## config.mk

```make
export PLATFORM = sky130hd
export DESIGN_NAME = decoder3_to_8_pulse
export DESIGN_NICKNAME = d
export VERILOG_FILES = /design/src/rtl/decoder3_to_8_pulse.sv
export SDC_FILE = /design/constraint.sdc
export NUM_CORES = 1
export LEC_CHECK = 0
export ABC_AREA = 1
export BUFFER_PORTS_ARGS = -buffer_cell sky130_fd_sc_hd__buf_2
export CAP_MARGIN = 30
export CELL_PAD_IN_SITES_DETAIL_PLACEMENT = 1
export CELL_PAD_IN_SITES_GLOBAL_PLACEMENT = 1
export CORE_ASPECT_RATIO = 1.25
export CORE_MARGIN = 2
export CORE_UTILIZATION = 35
export CTS_CLUSTER_SIZE = 25
export DETAILED_ROUTE_END_ITERATION = 7
export PLACE_DENSITY = 0.67
export SLEW_MARGIN = 15
export SYNTH_ARGS = -nofsm -noshare
export SYNTH_HDL_FRONTEND = slang
export SYNTH_SLANG_ARGS = --single-unit
```

## constraint.sdc

```tcl
create_clock -name clk -period 1.7 [get_ports clk]
set_input_delay 0.17 -clock clk [delete_from_list [all_inputs] [get_ports clk]]
set_output_delay 0.17 -clock clk [all_outputs]
set_load 0.005 [all_outputs]
```

## src/rtl/decoder3_to_8_pulse.sv

```systemverilog
// Handshaked 3-to-8 decoder that drives the one-hot code for a fixed number of cycles,
// then holds the output idle for a fixed gap before accepting the next code.
module decoder3_to_8_pulse #(
  parameter int unsigned PULSE_LEN = 4,  // cycles of one-hot output per accepted code (1..255)
  parameter int unsigned GAP_LEN   = 1   // all-zero cycles after each pulse (0..255)
) (
  input  logic       clk,
  input  logic       rst_n,
  input  logic [2:0] Xin,
  input  logic       in_valid,
  output logic       in_ready,
  input  logic       flush,
  output logic [7:0] Yout,
  output logic       out_valid,
  output logic       done
);

  typedef enum logic [1:0] {
    StIdle,
    StDrive,
    StGap
  } state_e;

  // Down-counter reload values; a counter value of 0 marks the last cycle of a phase.
  localparam logic [7:0] PulseLoad = 8'(PULSE_LEN - 1);
  localparam logic [7:0] GapLoad   = (GAP_LEN == 0) ? 8'd0 : 8'(GAP_LEN - 1);
  localparam bit         HasGap    = (GAP_LEN != 0);
  localparam bit         OneCycle  = (PULSE_LEN == 1);

  state_e     r_state;
  logic [2:0] r_code;
  logic [7:0] r_cnt;
  logic [7:0] r_yout;
  logic       r_out_valid;
  logic       r_done;
  logic       w_handshake;

  // Ready only in IDLE and never while flushing or held in reset.
  always_comb begin
    in_ready = rst_n && (r_state == StIdle) && !flush;
  end

  assign w_handshake = in_valid && in_ready;

  // Control FSM with registered outputs; flush overrides every state.
  always_ff @(posedge clk or negedge rst_n) begin
    if (!rst_n) begin
      r_state     <= StIdle;
      r_code      <= 3'b000;
      r_cnt       <= 8'd0;
      r_yout      <= 8'h00;
      r_out_valid <= 1'b0;
      r_done      <= 1'b0;
    end else if (flush) begin
      r_state     <= StIdle;
      r_cnt       <= 8'd0;
      r_yout      <= 8'h00;
      r_out_valid <= 1'b0;
      r_done      <= 1'b0;
    end else begin
      unique case (r_state)
        StIdle: begin
          // Xin is only looked at on an accepted handshake.
          if (w_handshake) begin
            r_state     <= StDrive;
            r_code      <= Xin;
            r_cnt       <= PulseLoad;
            r_yout      <= 8'd1 << Xin;
            r_out_valid <= 1'b1;
            r_done      <= OneCycle;
          end
        end
        StDrive: begin
          if (r_cnt == 8'd0) begin
            r_yout      <= 8'h00;
            r_out_valid <= 1'b0;
            r_done      <= 1'b0;
            if (HasGap) begin
              r_state <= StGap;
              r_cnt   <= GapLoad;
            end else begin
              r_state <= StIdle;
            end
          end else begin
            // Output comes from the captured code, so Xin changes cannot leak in.
            r_cnt  <= r_cnt - 8'd1;
            r_yout <= 8'd1 << r_code;
            r_done <= (r_cnt == 8'd1);
          end
        end
        StGap: begin
          if (r_cnt == 8'd0) begin
            r_state <= StIdle;
          end else begin
            r_cnt <= r_cnt - 8'd1;
          end
        end
        default: begin
          r_state <= StIdle;
        end
      endcase
    end
  end

  assign Yout      = r_yout;
  assign out_valid = r_out_valid;
  assign done      = r_done;

endmodule

```

==> run metrics, run 1 <==
status finished, final reports clean; NumNets Final 234; core area 4100 um2; Slew @ Worst Pin 0.466 ns; vias in the first global route 1427; crit path DAT 1.42 ns; highest-count cells in the layout ignoring fill and taps nand2_1, dfrtp_1, inv_1, buf_2, nand3_1; routability congestion estimate 0.800; RSZ-0062 raised after global routing true; Reg clk slew, reported paths 0.09 ns; min-delay src Xin[2]; critical path data required time 1.53 ns; CP cell instances inv_2, ha_4, inv_1, nor2_4, inv_1, nor2_2, buf_2; commonest non-fill, non-tap cell in the layout nand2_1; first-pass GRT wire length 6700 um; Synth cell types 24; Setup Viol. Count Final 0; global route overflow 0; Synth Instances 195; Antenna diodes 0; Yosys Warn Count 0; # IOs 18; DRT Wirelength 3850 um; slowest CP cell dfrtp_1; Setup crit start r_state[0]; I/O Buffers 17; Initial Util 0.365; critical path type reg -> out; crit path launch type flop; Max IR drop VDD 616 uV; # DRC 0; root buf cell clkbuf_8; Clock Latency Late Sink 0.27 ns; pwr/cell area 1680 nW/um2; Syn Area/Cell 7.67 um2; Rel. slew slack 0.689; Final Hold Vio Count 0; Die ar. 4820 um2; via count 1318; average vias per placed instance 4.76; DRT iter0 DRCs 29; CTS buffer count 3; Final Util 0.426; row cnt 26; hpwl dp 3130 um; Post-Syn Area 1500 um2; Seq cells post-synth 23; pin count of the biggest net entering global routing 24; post-route ant nets 0; DR WL/cell 13.9 um; CTS tree yes; top area cells in the synthesized netlist dfrtp_1, nand2_1, inv_1; GRT Overall Usage 0.176; first-pass iteration count of the detailed router 4; cell repeated most along the worst path inv_1; Worst path top cell family by delay flip-flops; H-tree levels 1; DIE HEIGHT 77.1 um; Hold Path Class in -> reg; placed instance area 1660 um2; clock sinks 23; final hold slack 0.197 ns; Max-cap violations 0; Static Leakage 0.933 nW; Worst Path Buf+Inv 4; initial antenna violation count 0; max frequency 630 MHz; Worst Skew 0.00621 ns; Seq/Total Area, Yosys 0.385; area delta synth->final 16.6%; Tmin final 1.59 ns; syn nets 207; CTS max path bufs 2; CP max FO 3; top-area cell type share of the netlist area 0.385; post-synth top area cell dfrtp_1; Die X 62.5 um; Worst R2R Start r_state[1]; final instance area 1740 um2; layout cells sized above 1 0.235; Tcrit/Tclk final 0.934; Slew Limit Fails 0; crit-path max cell delay 0.42 ns; Crit. End Element primary output
## cell usage after synthesis
cell type and count:
nand2_1 78, dfrtp_1 23, inv_1 22, nand3_1 12, nand4_1 8, o22ai_1 8, nor2_1 6, ha_1 5
nand2_4 5, nor2_4 5, o21ai_0 4, nor2_2 3, inv_2 2, nand3_2 2, o21ai_1 2, xor2_1 2
a21oi_2 1, buf_6 1, buf_8 1, inv_4 1, nor4_1 1, o21ai_4 1, o31ai_4 1, xnor2_1 1
## path summary, 6_finish.rpt
check,to,slack (ns),cells after the start
setup / recovery,in_ready,0.11,7
hold reg to reg,out_valid,0.48,2
hold / removal,r_code[2],0.20,3
max in group asynchronous,r_code[2],1.03,3
setup reg to reg,Yout[6],0.12,6
min in group asynchronous,r_cnt[3],0.43,3
## state kept, by name, summed over array words and instances, names as in the netlist
| register | count |
|---|---|
| out_valid | 1 |
| Yout | 8 |
| r_code | 3 |
| r_cnt | 8 |
| done | 1 |
| r_state | 2 |
## metal layers
layer  GRT usage  vias up  share of wire
li1            -      678              -
met1       0.193      625           0.40
met2       0.340       11           0.57
met3      0.0337        4          0.017
met4      0.0467        0          0.011
met5           0        -              0
## final cells by class
cell class	count	area [um2]
clock buffer	3	41.3
timing repair buffer	24	140
inverter	25	96.3
multi-input combinational	145	813
sequential	23	576
clock inverter	1	7.51
tap	56	70.1
fill	538	2350
## cells by family (layout without fill, tap and decap cells)
family,count (synthesis),in the layout,share of synthesized area
AOI/OAI and AO/OA,17,17,0.0845
adders and majority gates,5,5,0.0418
DFF,23,23,0.385
buffers and inverters,27,53,0.0819
and+or+nand+nor,120,120,0.390
xor gates and xnor gates,3,3,0.0176
## worst min-delay path: stages
cell,delay (ns)
buf_2,0.10
inv_1,0.07
o21ai_0,0.08
## where the power goes
part | total (W) | switching (W) | internal (W)
clock | 0.000364 | 0.000198 | 0.000166
sequential | 0.000851 | 0.000158 | 0.000693
combinational | 0.00171 | 0.00107 | 0.000646
## repair_timing
action                                  CTS  global route
hold endpoints to repair                 23             0
setup buffers                             0             1
gates resized for setup                   1             4
hold buffers                              1             0
endpoints found under the setup margin    1            10
## stage by stage
stage	instances	TNS (ns)	power [W]	worst slack (ns)
CTS	276	0	0.00292	0.0254
global placement	271	0	0.00245	0.152
floorplan	195	0	0.00208	0.256
detailed placement	271	0	0.00254	0.0713
global route	277	-0.00122	0.00323	-0.00122
finish	277	0	0.00293	0.112
Note: power is estimated with default switching activity, not from simulation.
==> run 2: changes to the inputs <==
- ABC_AREA: 1 -> default
- PLACE_DENSITY: 0.67 -> 0.66
==> run metrics, run 2 <==
Clock Latency Late Sink 0.28 ns; combinational share of power 0.418; Final Util 0.541; H-tree levels 1; via count 1415; CTS tree yes; Synth top cells by count dfrtp_1, nor2_1, inv_1, a21oi_1; GRT Overall Usage 0.229; critical path type reg -> reg; pwr/cell area 871 nW/um2; DRT Wirelength 4730 um; number of enable flip-flop cells after synthesis 0; clock power share 0.202; internal power 0.00112 W; post-synthesis mux area share 0.0386; Worst Skew 0.00779 ns; Synth Area in Simple Gates 0.246; initial antenna violation count 0; core area 3820 um2; highest-count cells in the layout ignoring fill and taps buf_4, dfrtp_1, buf_2, nor2_1, nand2_1; Synth Instances 154; setup TNS -0.0180 ns; Die ar. 4510 um2; top-area cell type share of the netlist area 0.413; top area cells in the synthesized netlist dfrtp_1, nor2_1, ha_1; root buf cell clkbuf_8; Synth cell types 40; post-synth top area cell dfrtp_1; Sequential Power Share 0.380; Crit. End Element flop; fill cell count 451; Yosys Warn Count 0; failing checks setup timing; Hold Path Class in -> reg; Reg clk slew, reported paths 0.09 ns; critical path data required time 1.89 ns; crit path DAT 1.91 ns; DR WL/cell 18.4 um; Psw 0.000674 W; switching share of power 0.375; global route overflow 0; I/O Buffers 17; Static Leakage 0.870 nW; # DRC 0; Max IR drop VDD 414 uV; XOR/XNOR Fraction of Synth Area 0; Slew @ Worst Pin 0.463 ns; syn nets 166; overall power 0.00180 W; Synth Area in Compound Gates 0.216; placed instance area 1730 um2; Initial Util 0.366; hpwl dp 3290 um; first-pass GRT wire length 7580 um; DIE HEIGHT 74.6 um; post-route ant nets 0; routability congestion estimate 0.831; main flop type after synthesis dfrtp_1; Seq cells post-synth 23; average vias per placed instance 5.51; final setup margin -0.0180 ns; Die X 60.5 um; Syn Area/Cell 9.06 um2; NumNets Final 216; # IOs 18; final instance area 2060 um2; pin count of the biggest net entering global routing 19; main combinational cell family by area after synthesis simple AND/OR/NAND/NOR gates; CTS max path bufs 2; Slew Limit Fails 0; row cnt 25; first-pass iteration count of the detailed router 3; crit path launch type flop; commonest non-fill, non-tap cell in the layout buf_4; Tmin final 1.72 ns; Final Hold Vio Count 0; adder-cell share of the synthesized area 0.0448; Antenna diodes 0; top-count cell post-synth dfrtp_1; layout cells sized above 1 0.473; max frequency 582 MHz; Rel. slew slack 0.690; area delta synth->final 47.9%; vias in the first global route 1559; DRT iter0 DRCs 48; CTS buffer count 3; Tcrit/Tclk final 1.01; async set-reset flop share out of synthesis 1.00; Setup Viol. Count Final 1; Seq/Total Area, Yosys 0.413; status finished with violations; RSZ-0062 raised after global routing true; clock sinks 23; Max-cap violations 0; Post-Syn Area 1400 um2; CP max FO 3; fin cells 257; placed instance count 246
[run 2: critical path: stages (launching register included)]
cell and delay (ns):
dfrtp_1 0.41, inv_2 0.09, ha_4 0.14, nor3b_4 0.28, nand2_2 0.11, or4b_4 0.52
o311ai_2 0.08
[run 2: layout make-up]
| type | count | area [um2] | share of cell area |
|---|---|---|---|
| timing repair buffer | 50 | 360 | 0.175 |
| tap | 54 | 67.6 | 0.0327 |
| sequential | 23 | 576 | 0.279 |
| clock buffer | 3 | 41.3 | 0.0200 |
| inverter | 10 | 37.5 | 0.0182 |
| clock inverter | 1 | 5.00 | 0.00243 |
| multi-input combinational | 116 | 976 | 0.473 |
[run 2: power by group through the flow]
| stage | registers [W] | clock network, W | logic (W) |
|---|---|---|---|
| finish | 0.000684 | 0.000363 | 0.000750 |
| global route | 0.000692 | 0.000396 | 0.000811 |
| CTS | 0.000675 | 0.000369 | 0.000658 |
| detailed placement | 0.000684 | 0 | 0.000588 |
| global placement | 0.000676 | 0 | 0.000555 |
| floorplan | 0.000672 | 0 | 0.000308 |
[run 2: kinds of logic (layout without fill, tap and decap cells)]
family	after synthesis	after routing
buffers and inverters	15	64
adders and majority gates	5	5
DFF	23	23
and+or+nand+nor	61	61
AOI/OAI and AO/OA	45	45
muxes	5	5
[run 2: layer usage]
| metal | routed length, um | GRT usage | vias up |
|---|---|---|---|
| met5 | 0 | 0 | - |
| met4 | 104 | 0.0870 | 0 |
| met3 | 119 | 0.0435 | 11 |
| met2 | 2540 | 0.420 | 22 |
| met1 | 1970 | 0.258 | 712 |
| li1 | - | - | 670 |
[run 2: repair_timing]
| item | in CTS | in global routing |
|---|---|---|
| buffers inserted | 2 | 3 |
| endpoints found under the hold margin | 5 | 0 |
| gates resized for setup | 25 | 28 |
| gates cloned | 1 | 0 |
| endpoints found under the setup margin | 21 | 19 |
| pin swaps | 5 | 8 |
| hold buffers | 1 | 0 |
[run 2: metrics by stage]
step / hold slack (ns) / setup WS, ns
2_1_floorplan: -0.126 / 0.0265
3_3_place_gp: 0.0280 / -0.0405
3_5_place_dp: 0.0346 / -0.208
4_1_cts: 0.195 / 0.00377
5_1_grt: 0.228 / -0.0873
6_report: 0.215 / -0.0180
[run 2: worst paths after layout]
kind | depth (start not counted) | slack, ns | startpoint | endpoint
max in group asynchronous | 3 | 0.96 | rst_n | Yout[6]
worst max-delay path | 6 | -0.02 | r_cnt[1] | r_state[1]
worst max register to register | 6 | -0.02 | r_cnt[1] | r_state[1]
worst min register to register | 2 | 0.50 | done | done
min in group asynchronous | 2 | 0.26 | rst_n | r_code[0]
worst min-delay path | 2 | 0.21 | Xin[2] | r_code[2]
